$ cat src/rtl/imem_loader.sv
// Instruction-memory loader: accepts a program as a valid/ready word stream,
// writes each word to sequential imem addresses, verifies a trailing checksum
// word, and releases the CPU from reset only after a successful load.
module imem_loader #(
  parameter int unsigned DEPTH_WORDS = 256,
  parameter logic [31:0] BASE_ADDR   = 32'h0000_0000
) (
  input  logic        clk,
  input  logic        reset,
  input  logic        load_start_i,
  input  logic [15:0] load_len_i,
  input  logic        word_valid_i,
  input  logic [31:0] word_data_i,
  output logic        word_ready_o,
  output logic        wr_en_imem_o,
  output logic [31:0] wr_addr_imem_o,
  output logic [31:0] wr_instr_imem_o,
  output logic        cpu_reset_o,
  output logic        busy_o,
  output logic        done_o,
  output logic        err_o,
  output logic [31:0] checksum_o
);

  typedef enum logic [2:0] {
    IDLE,
    LOAD,
    CSUM,
    DONE,
    ERR
  } state_t;

  state_t      state;
  state_t      next_state;
  logic [15:0] count;
  logic [15:0] len_q;
  logic        xfer;
  logic        can_start;
  logic        len_ok;
  logic        last_word;
  logic        busy_d;
  logic        done_d;
  logic        err_d;
  logic        cpu_rst_d;

  // Ready is a pure decode of the registered state, so it never depends on inputs.
  assign word_ready_o = (state == LOAD) || (state == CSUM);
  assign xfer         = word_valid_i && word_ready_o;
  assign can_start    = load_start_i &&
                        ((state == IDLE) || (state == DONE) || (state == ERR));
  assign len_ok       = (load_len_i != '0) && (32'(load_len_i) <= DEPTH_WORDS);
  assign last_word    = (count == (len_q - 16'd1));

  // State register and registered status flags
  always_ff @(posedge clk) begin
    if (!reset) begin
      state       <= IDLE;
      busy_o      <= 1'b0;
      done_o      <= 1'b0;
      err_o       <= 1'b0;
      cpu_reset_o <= 1'b0;
    end else begin
      state       <= next_state;
      busy_o      <= busy_d;
      done_o      <= done_d;
      err_o       <= err_d;
      cpu_reset_o <= cpu_rst_d;
    end
  end

  // Next-state decode
  always_comb begin
    next_state = state;
    case (state)
      IDLE, DONE, ERR: begin
        if (load_start_i) begin
          next_state = len_ok ? LOAD : ERR;
        end
      end
      LOAD: begin
        if (word_valid_i && last_word) begin
          next_state = CSUM;
        end
      end
      CSUM: begin
        if (word_valid_i) begin
          next_state = (word_data_i == checksum_o) ? DONE : ERR;
        end
      end
      default: next_state = IDLE;
    endcase
  end

  // Status flags are computed from the next state so that the registered
  // copies line up exactly with the state register.
  always_comb begin
    busy_d    = (next_state == LOAD) || (next_state == CSUM);
    done_d    = (next_state == DONE);
    err_d     = (next_state == ERR);
    cpu_rst_d = (next_state == DONE);
  end

  // Datapath: word counter, running checksum and the imem write port
  always_ff @(posedge clk) begin
    if (!reset) begin
      count           <= '0;
      len_q           <= '0;
      checksum_o      <= '0;
      wr_en_imem_o    <= 1'b0;
      wr_addr_imem_o  <= BASE_ADDR;
      wr_instr_imem_o <= '0;
    end else begin
      wr_en_imem_o <= 1'b0;
      if (can_start && len_ok) begin
        count      <= '0;
        len_q      <= load_len_i;
        checksum_o <= '0;
      end else if (xfer && (state == LOAD)) begin
        wr_en_imem_o    <= 1'b1;
        wr_addr_imem_o  <= BASE_ADDR + {14'd0, count, 2'b00};
        wr_instr_imem_o <= word_data_i;
        checksum_o      <= checksum_o + word_data_i;
        count           <= count + 16'd1;
      end
    end
  end

endmodule

$ cat config.mk
export PLATFORM = sky130hd
export DESIGN_NAME = imem_loader
export DESIGN_NICKNAME = d
export VERILOG_FILES = /design/src/rtl/imem_loader.sv
export SDC_FILE = /design/constraint.sdc
export NUM_CORES = 1
export LEC_CHECK = 0
export CAP_MARGIN = 20
export CORE_ASPECT_RATIO = 0.9
export CORE_MARGIN = 5
export CORE_UTILIZATION = 46
export CTS_CLUSTER_SIZE = 14
export DETAILED_ROUTE_END_ITERATION = 8
export PLACE_DENSITY_LB_ADDON = 0.1
export SYNTH_ARGS = -nofsm -noshare
export SYNTH_HDL_FRONTEND = slang
export SYNTH_SLANG_ARGS = --single-unit
export TNS_END_PERCENT = 20
$ cat constraint.sdc
create_clock -name clk -period 3.3 [get_ports clk]
set_input_delay 0.99 -clock clk [delete_from_list [all_inputs] [get_ports clk]]
set_output_delay 0.99 -clock clk [all_outputs]
set_load 0.05 [all_outputs]
==> results by group, run 1 <==
Outcome
  • Outcome: complete, no violations

Logic synthesis
  • Unique masters post-synth: 69
  • EDFF count, synth: 0
  • Yosys warning count: 0
  • Post-synth ARST share: 0%
  • Syn Inst Count: 872
  • Main synth FF type: dfxtp_1
  • Syn Area/Cell: 7.823 um^2
  • Sequential-to-total area share from yosys stat: 34.92%
  • Synth Register Bits: 119
  • Syn Std Cell Area: 0.006822 mm^2

Global route
  • Met2 usage: 34.39%
  • Met1 GRT Util: 30.38%
  • Initial antenna violation count: 0
  • GR Overflow Total: 0
  • Grt met3 use: 5.842%
  • Largest net degree at the start of global routing: 81
  • Number of global-route vias before repair: 6322
  • First-pass GRT wire length: 31.67 mm
  • Tot GR Track Use: 22.04%
  • Grt peak-use layer: met2

Clocking
  • Clock buffer count from CTS: 17
  • Skew-Pair Late Insertion Delay: 0.42 ns
  • Clock sinks: 119
  • Clock root cell: clkbuf_16
  • Clock transition at path regs: 0.05 ns
  • Post-CTS Hold Fix Bufs: 0
  • CTS tree: built
  • CTS Buffer Depth: 2
  • H-tree Lvls: 4

Route
  • 1st-pass router iterations: 5
  • DRT Wirelength: 19.55 mm
  • Post-route ant nets: 0
  • Drc violations: 0
  • DR WL/cell: 15.10 um
  • Vias per cell: 5.235
  • First DRT Iteration DRCs: 461
  • Vias: 6779

Critical path
  • Worst R2R Path Depth: 12
  • Critical path endpoint category: flip-flop
  • Crit path kind: in -> reg
  • Worst EP required: 3.64 ns
  • Critical Path Fanout Max: 5
  • Worst Path Arrival: 3.55 ns
  • Worst-path cell chain: clkdlybuf4s50_1 > ha_2 > nand2_2 > o311ai_2 > a31oi_4 > a21oi_2 > o31ai_2 > and4_1 > or3_1 > a21oi_1
  • Largest stage delay, worst path: 0.45 ns
  • Slowest-stage cell, CP: clkdlybuf4s50_1
  • Worst setup SP type: input pin

Placed design
  • Placed cell area: 0.009017 mm^2
  • Port bufs: 137
  • Place WS: -0.8576 ns
  • Placed insts: 1261
  • RePlAce Congestion: 0.8809
  • Post-DP HPWL: 14.09 mm

Power
  • Peak VDD IR: 349.4 uV
  • Total power divided by cell area: 381.2 mW/mm^2
  • Leakage power: 3.959 nW

Die
  • Total die area: 0.01737 mm^2
  • Die width: 138.4 um
  • IO Pins: 154
  • Initial Utilization: 46.69%
  • Die Ht: 125.5 um
  • CORE AREA: 0.01461 mm^2
  • Cell Rows: 42

Timing
  • Minimum clock period: 3.212 ns
  • RSZ-0062 raised after global routing: yes
  • Count of final setup violators: 0
  • Final WS setup: 0.08797 ns
  • Max Slew Vio Count: 0
  • Hold Violations, Final: 0
  • Setup TNS: 0 ns
  • Period utilisation layout: 97.33%
  • Setup Skew: 0.007219 ns
  • FMAX: 311.3 MHz
  • Worst-Margin Slew: 0.7080 ns
  • Slew headroom: 52.80%

Finish
  • Area growth syn-to-layout: 43.29%
  • Final instance area: 0.009774 mm^2
  • Share of post-route cells with drive strength above 1: 16.41%
  • # nets final: 1172
  • Antenna diodes: 0
  • Final core occ: 66.91%
  • Fin cells: 1295

Worst hold path
  • Hold Crit Depth: 2
  • HP Class: reg -> reg

Run
  • Max_cap viols: 0
[power by group]
group | internal, mW | switching, mW
registers | 1.44 | 0.00208
logic | 0.147 | 0.173
clock network | 1.31 | 0.651
[worst paths after layout]
kind	start	endpoint	slack, ns
min reg2reg	wr_instr_imem_o[19]	wr_instr_imem_o[19]	0.45
max reg2reg	checksum_o[0]	checksum_o[30]	0.36
max	word_data_i[3]	checksum_o[21]	0.09
min	wr_instr_imem_o[19]	wr_instr_imem_o[19]	0.45
[Yosys cell counts (all sizes together) (9+ instances only)]
cell / number / share of area (%)
a21o: 15 / 1.7
a21oi: 105 / 7.7
and3: 20 / 1.8
buf: 35 / 3.3
clkbuf: 33 / 1.8
dfxtp: 119 / 35
ha: 33 / 6.1
inv: 15 / 0.83
mux2i: 15 / 2.2
nand2: 162 / 9.0
nand3: 32 / 2.3
nand4: 9 / 0.83
nor2: 63 / 3.5
nor3: 19 / 1.6
nor4: 16 / 1.9
o21ai: 26 / 1.9
xnor2: 28 / 3.6
xor2: 25 / 3.2
[metal layers]
layer | routed length (um) | up-vias
li1 | - | 3452
met1 | 9497 | 3141
met2 | 8662 | 169
met3 | 1222 | 17
met4 | 167 | 0
met5 | 0 | -
[cell usage in the layout, fill, tap and decap left out, types with 16 or more instances in the layout]
cell	n
o21ai_0	25
conb_1	16
nand3_1	32
clkdlybuf4s50_1	134
xor2_1	25
a21oi_1	102
dfxtp_1	119
nand2_1	160
xnor2_1	28
clkbuf_16	17
nor2_1	62
ha_1	29
buf_4	108
and3_1	20
[per-stage QoR]
stage	hold slack, ns	total power [mW]
finish	0.4495	3.726
global route	0.4681	3.836
CTS	0.4530	3.751
detailed placement	0.4459	1.784
global placement	0.4412	1.783
floorplan	0.4676	1.637
[logic make-up (layout without fill, tap and decap cells)]
group                      Yosys count  after routing  share of synthesized area [%]
DFF                                119            119                          34.92
buffers and inverters               83            293                          5.961
and+or+nand+nor                    363            363                          25.22
muxes                               16             16                          2.366
AOI/OAI and AO/OA                  203            203                          18.32
xor gates and xnor gates            53             53                          6.805
adders and majority gates           34             34                          6.346
other                                1             16                        0.05497
[sequential cells by signal, summed over array words and instances (netlist names)]
register / flops
wr_en_imem_o: 1
err_o: 1
count: 16
busy_o: 1
done_o: 1
state: 3
wr_instr_imem_o: 32
len_q: 16
checksum_o: 32
wr_addr_imem_o: 16
[critical path: cells and delay by family]
kind	cells	cell delay, ns
buffers and inverters	1	0.45
AO/OA/AOI/OAI	5	1.08
AND/OR/NAND/NOR	3	0.61
adder cells (fa/ha/maj)	1	0.40
[final cells by class]
cell class / count / area, um^2
sequential: 119 / 2382
fill: 1272 / 4835
timing repair buffer: 248 / 2241
tap: 198 / 247.7
inverter: 15 / 56.30
clock inverter: 8 / 146.4
multi-input combinational: 685 / 4227
clock buffer: 22 / 474.2
[what timing repair did]
item / in CTS / in global routing
gates cloned: 0 / 0
pin swaps: 6 / 9
endpoints found under the setup margin: 11 / 14
resized for setup: 9 / 21
setup buffers: 2 / 2
hold endpoints to repair: 0 / 0
Power figures use the tool's default switching activity.
==> inputs of run 2 (changes only) <==
- PLACE_DENSITY: default -> 0.77
- PLACE_DENSITY_LB_ADDON: 0.1 -> default
==> results by group, run 2 (synthesis gave the netlist of run 1 again) <==
Power
  • Leakage power: 3.888 nW (-1.8%)
  • Reg power frac: 40.2% (+1.5 points)
  • Clk pwr share: 51.0% (-1.7 points)
  • Sw frac: 24.08% (+1.9 points)
  • P_sw: 862.9 uW (+4.4%)
  • Total power: 3.583 mW (-3.8%)
  • Total power divided by cell area: 370.8 mW/mm^2 (-2.7%)
  • Peak VDD IR: 358.5 uV (+2.6%)
  • P_int: 2.720 mW (-6.2%)
  • Gate power share: 8.8% (+0.2 points)

Timing
  • RSZ-0062 raised after global routing: yes
  • FMAX: 306.2 MHz (-1.6%)
  • Count of final setup violators: 0 (unchanged)
  • Fin Hold WS: 0.4510 ns (+0.001555 ns)
  • Slew headroom: 35.94% (-17 points)
  • Minimum clock period: 3.266 ns (+0.05351 ns)
  • Period utilisation layout: 98.96% (+1.6 points)
  • Hold Violations, Final: 0 (unchanged)
  • Setup Skew: 0.004554 ns (-0.002665 ns)
  • Worst-Margin Slew: 0.9574 ns (+0.2494 ns)
  • Max Slew Vio Count: 0 (unchanged)

Worst hold path
  • Min-delay src: wr_instr_imem_o[24]
  • Hold Crit Depth: 2 (unchanged)
  • HP Class: reg -> reg
  • Hold worst-path end: wr_instr_imem_o[24]

Finish
  • Antenna diodes: 0 (unchanged)
  • Regs by FF count: checksum_o x32, wr_instr_imem_o x32
  • Fillcell total: 1247 (-2.0%)
  • Area growth syn-to-layout: 41.65%
  • # nets final: 1158 (-1.2%)
  • Commonest non-fill, non-tap cell in the layout: nand2_1
  • Share of post-route cells with drive strength above 1: 16.13% (-0.28 points)
  • Commonest non-fill, non-tap cells in the layout: nand2_1 (160), clkdlybuf4s50_1 (133), dfxtp_1 (119)

Global route
  • First-pass GRT wire length: 32.01 mm (+1.1%)
  • Tot GR Track Use: 22.18% (+0.14 points)
  • Initial antenna violation count: 0 (unchanged)
  • Number of global-route vias before repair: 6539 (+3.4%)
  • Largest net degree at the start of global routing: 81 (unchanged)
  • GR Overflow Total: 0 (unchanged)

Die
  • Cell Rows: 42 (unchanged)
  • Die width: 138.4 um (unchanged)
  • Total die area: 0.01737 mm^2 (unchanged)
  • CORE AREA: 0.01461 mm^2 (unchanged)
  • IO Pins: 154 (unchanged)
  • Die Ht: 125.5 um (unchanged)
  • Initial Utilization: 46.69% (unchanged)

Clocking
  • Clock transition at path regs: 0.05 ns (about the same)
  • Clock sinks: 119 (unchanged)
  • Clock root cell: clkbuf_16
  • Skew-Pair Late Insertion Delay: 0.42 ns (about the same)
  • H-tree Lvls: 4 (unchanged)
  • CTS tree: built
  • Clock buffer count from CTS: 17 (unchanged)
  • Post-CTS Hold Fix Bufs: 0 (unchanged)
  • CTS Buffer Depth: 2 (unchanged)

Critical path
  • Cell family with most CP delay: simple AND/OR/NAND/NOR gates
  • Worst setup SP type: input pin
  • Worst R2R Path Depth: 13 (+1)
  • Crit path kind: in -> reg
  • Largest stage delay, worst path: 0.49 ns (+0.04 ns)
  • Worst Path Arrival: 3.61 ns (+0.06 ns)
  • Reg-to-reg startpoint: checksum_o[0]
  • Slowest-stage cell, CP: clkdlybuf4s50_1
  • Worst path bufs/invs: 3 (+2)
  • R2r endpoint: checksum_o[28]
  • Worst R2R Setup Slack: 0.39 ns (+0.03 ns)
  • Most used cell along the critical path: buf_4
  • Worst-path cell chain: clkdlybuf4s50_1 > ha_4 > nand3_1 > buf_4 > nor2_1 > a31oi_4 > a21oi_2 > o31ai_1 > buf_4 > and4_1 > or3_1 > a21oi_1
  • Worst EP required: 3.65 ns (about the same)
  • Critical Path Fanout Max: 5 (unchanged)
  • Critical path endpoint category: flip-flop

Placed design
  • RePlAce Congestion: 0.8924 (+1.3%)
  • Port bufs: 137 (unchanged)
  • Post-DP HPWL: 14.21 mm (+0.83%)

Route
  • Post-route ant nets: 0 (unchanged)
  • First DRT Iteration DRCs: 469 (+1.7%)
  • Vias per cell: 5.425 (+3.6%)
  • DR WL/cell: 15.77 um (+4.4%)
  • Vias: 6960 (+2.7%)
  • Drc violations: 0 (unchanged)
  • 1st-pass router iterations: 6 (+1)
  • DRT Wirelength: 20.23 mm (+3.5%)

Run
  • Max_cap viols: 0 (unchanged)

Outcome
  • Outcome: complete, no violations
run 2: worst max-delay path by stage:
stage | cells past startpoint | to | from
2_1_floorplan | 11 | checksum_o[30] | word_data_i[0]
3_3_place_gp | 13 | checksum_o[30] | word_data_i[0]
3_5_place_dp | 13 | checksum_o[30] | word_data_i[0]
4_1_cts | 11 | checksum_o[30] | word_data_i[4]
5_1_grt | 12 | checksum_o[21] | word_data_i[8]
6_report | 12 | checksum_o[21] | word_data_i[10]
run 2: power by group through the flow:
stage               Sequential [mW]  Clock [mW]  Combinational (mW)
global route                   1.44        1.92               0.336
floorplan                      1.48           0               0.161
global placement               1.47           0               0.298
CTS                            1.44        1.85               0.304
detailed placement             1.47           0               0.301
finish                         1.44        1.83               0.314
run 2: metrics by stage:
step	instance area (um^2)	std cells	TNS (ns)	util [%]	setup slack, ns
global route	9663	1283	-0.1380	66.14	-0.05564
detailed placement	8915	1248	-10.16	61.02	-0.8073
finish	9663	1283	0	66.14	0.03446
global placement	8915	1248	-9.214	61.02	-0.7416
CTS	9548	1282	0	65.36	0.01170
floorplan	6899	887	-0.06187	-	-0.06187
run 2: final cells by class:
class	instances	area, um^2	share of cell area (%)
multi-input cells	685	4263	44.11
flip-flops and latches	119	2382	24.65
repair buffers	234	2132	22.06
clock buffers	19	452.9	4.687
well taps	198	247.7	2.564
clock inverters	13	128.9	1.334
inverters	15	56.30	0.5827
run 2: worst reg2reg max path: cells and delay by family, from the launching register on:
family          cells  cell delay (ns)
compound gates      6             1.12
fa+ha+maj           2             0.48
flops               1             0.38
buf+inv             3             0.38
simple gates        1             0.25
mux                 1             0.20
run 2: timing repair:
action / 4_1_cts / 5_1_grt
endpoints found under the setup margin: 10 / 16
setup buffers: 2 / 1
resized for setup: 9 / 24
pin swaps: 5 / 7
endpoints found under the hold margin: 0 / 0
run 2: metal layers:
metal  vias to the layer above  track usage, %  share of wire [%]  routed length [um]
li1                       3419               -                  -                   -
met1                      3268           28.29                 44                8877
met2                       237           36.28                 48                9612
met3                        36           6.033                6.6                1330
met4                         0           7.786                2.0                 408
met5                         -               0                  0                   0
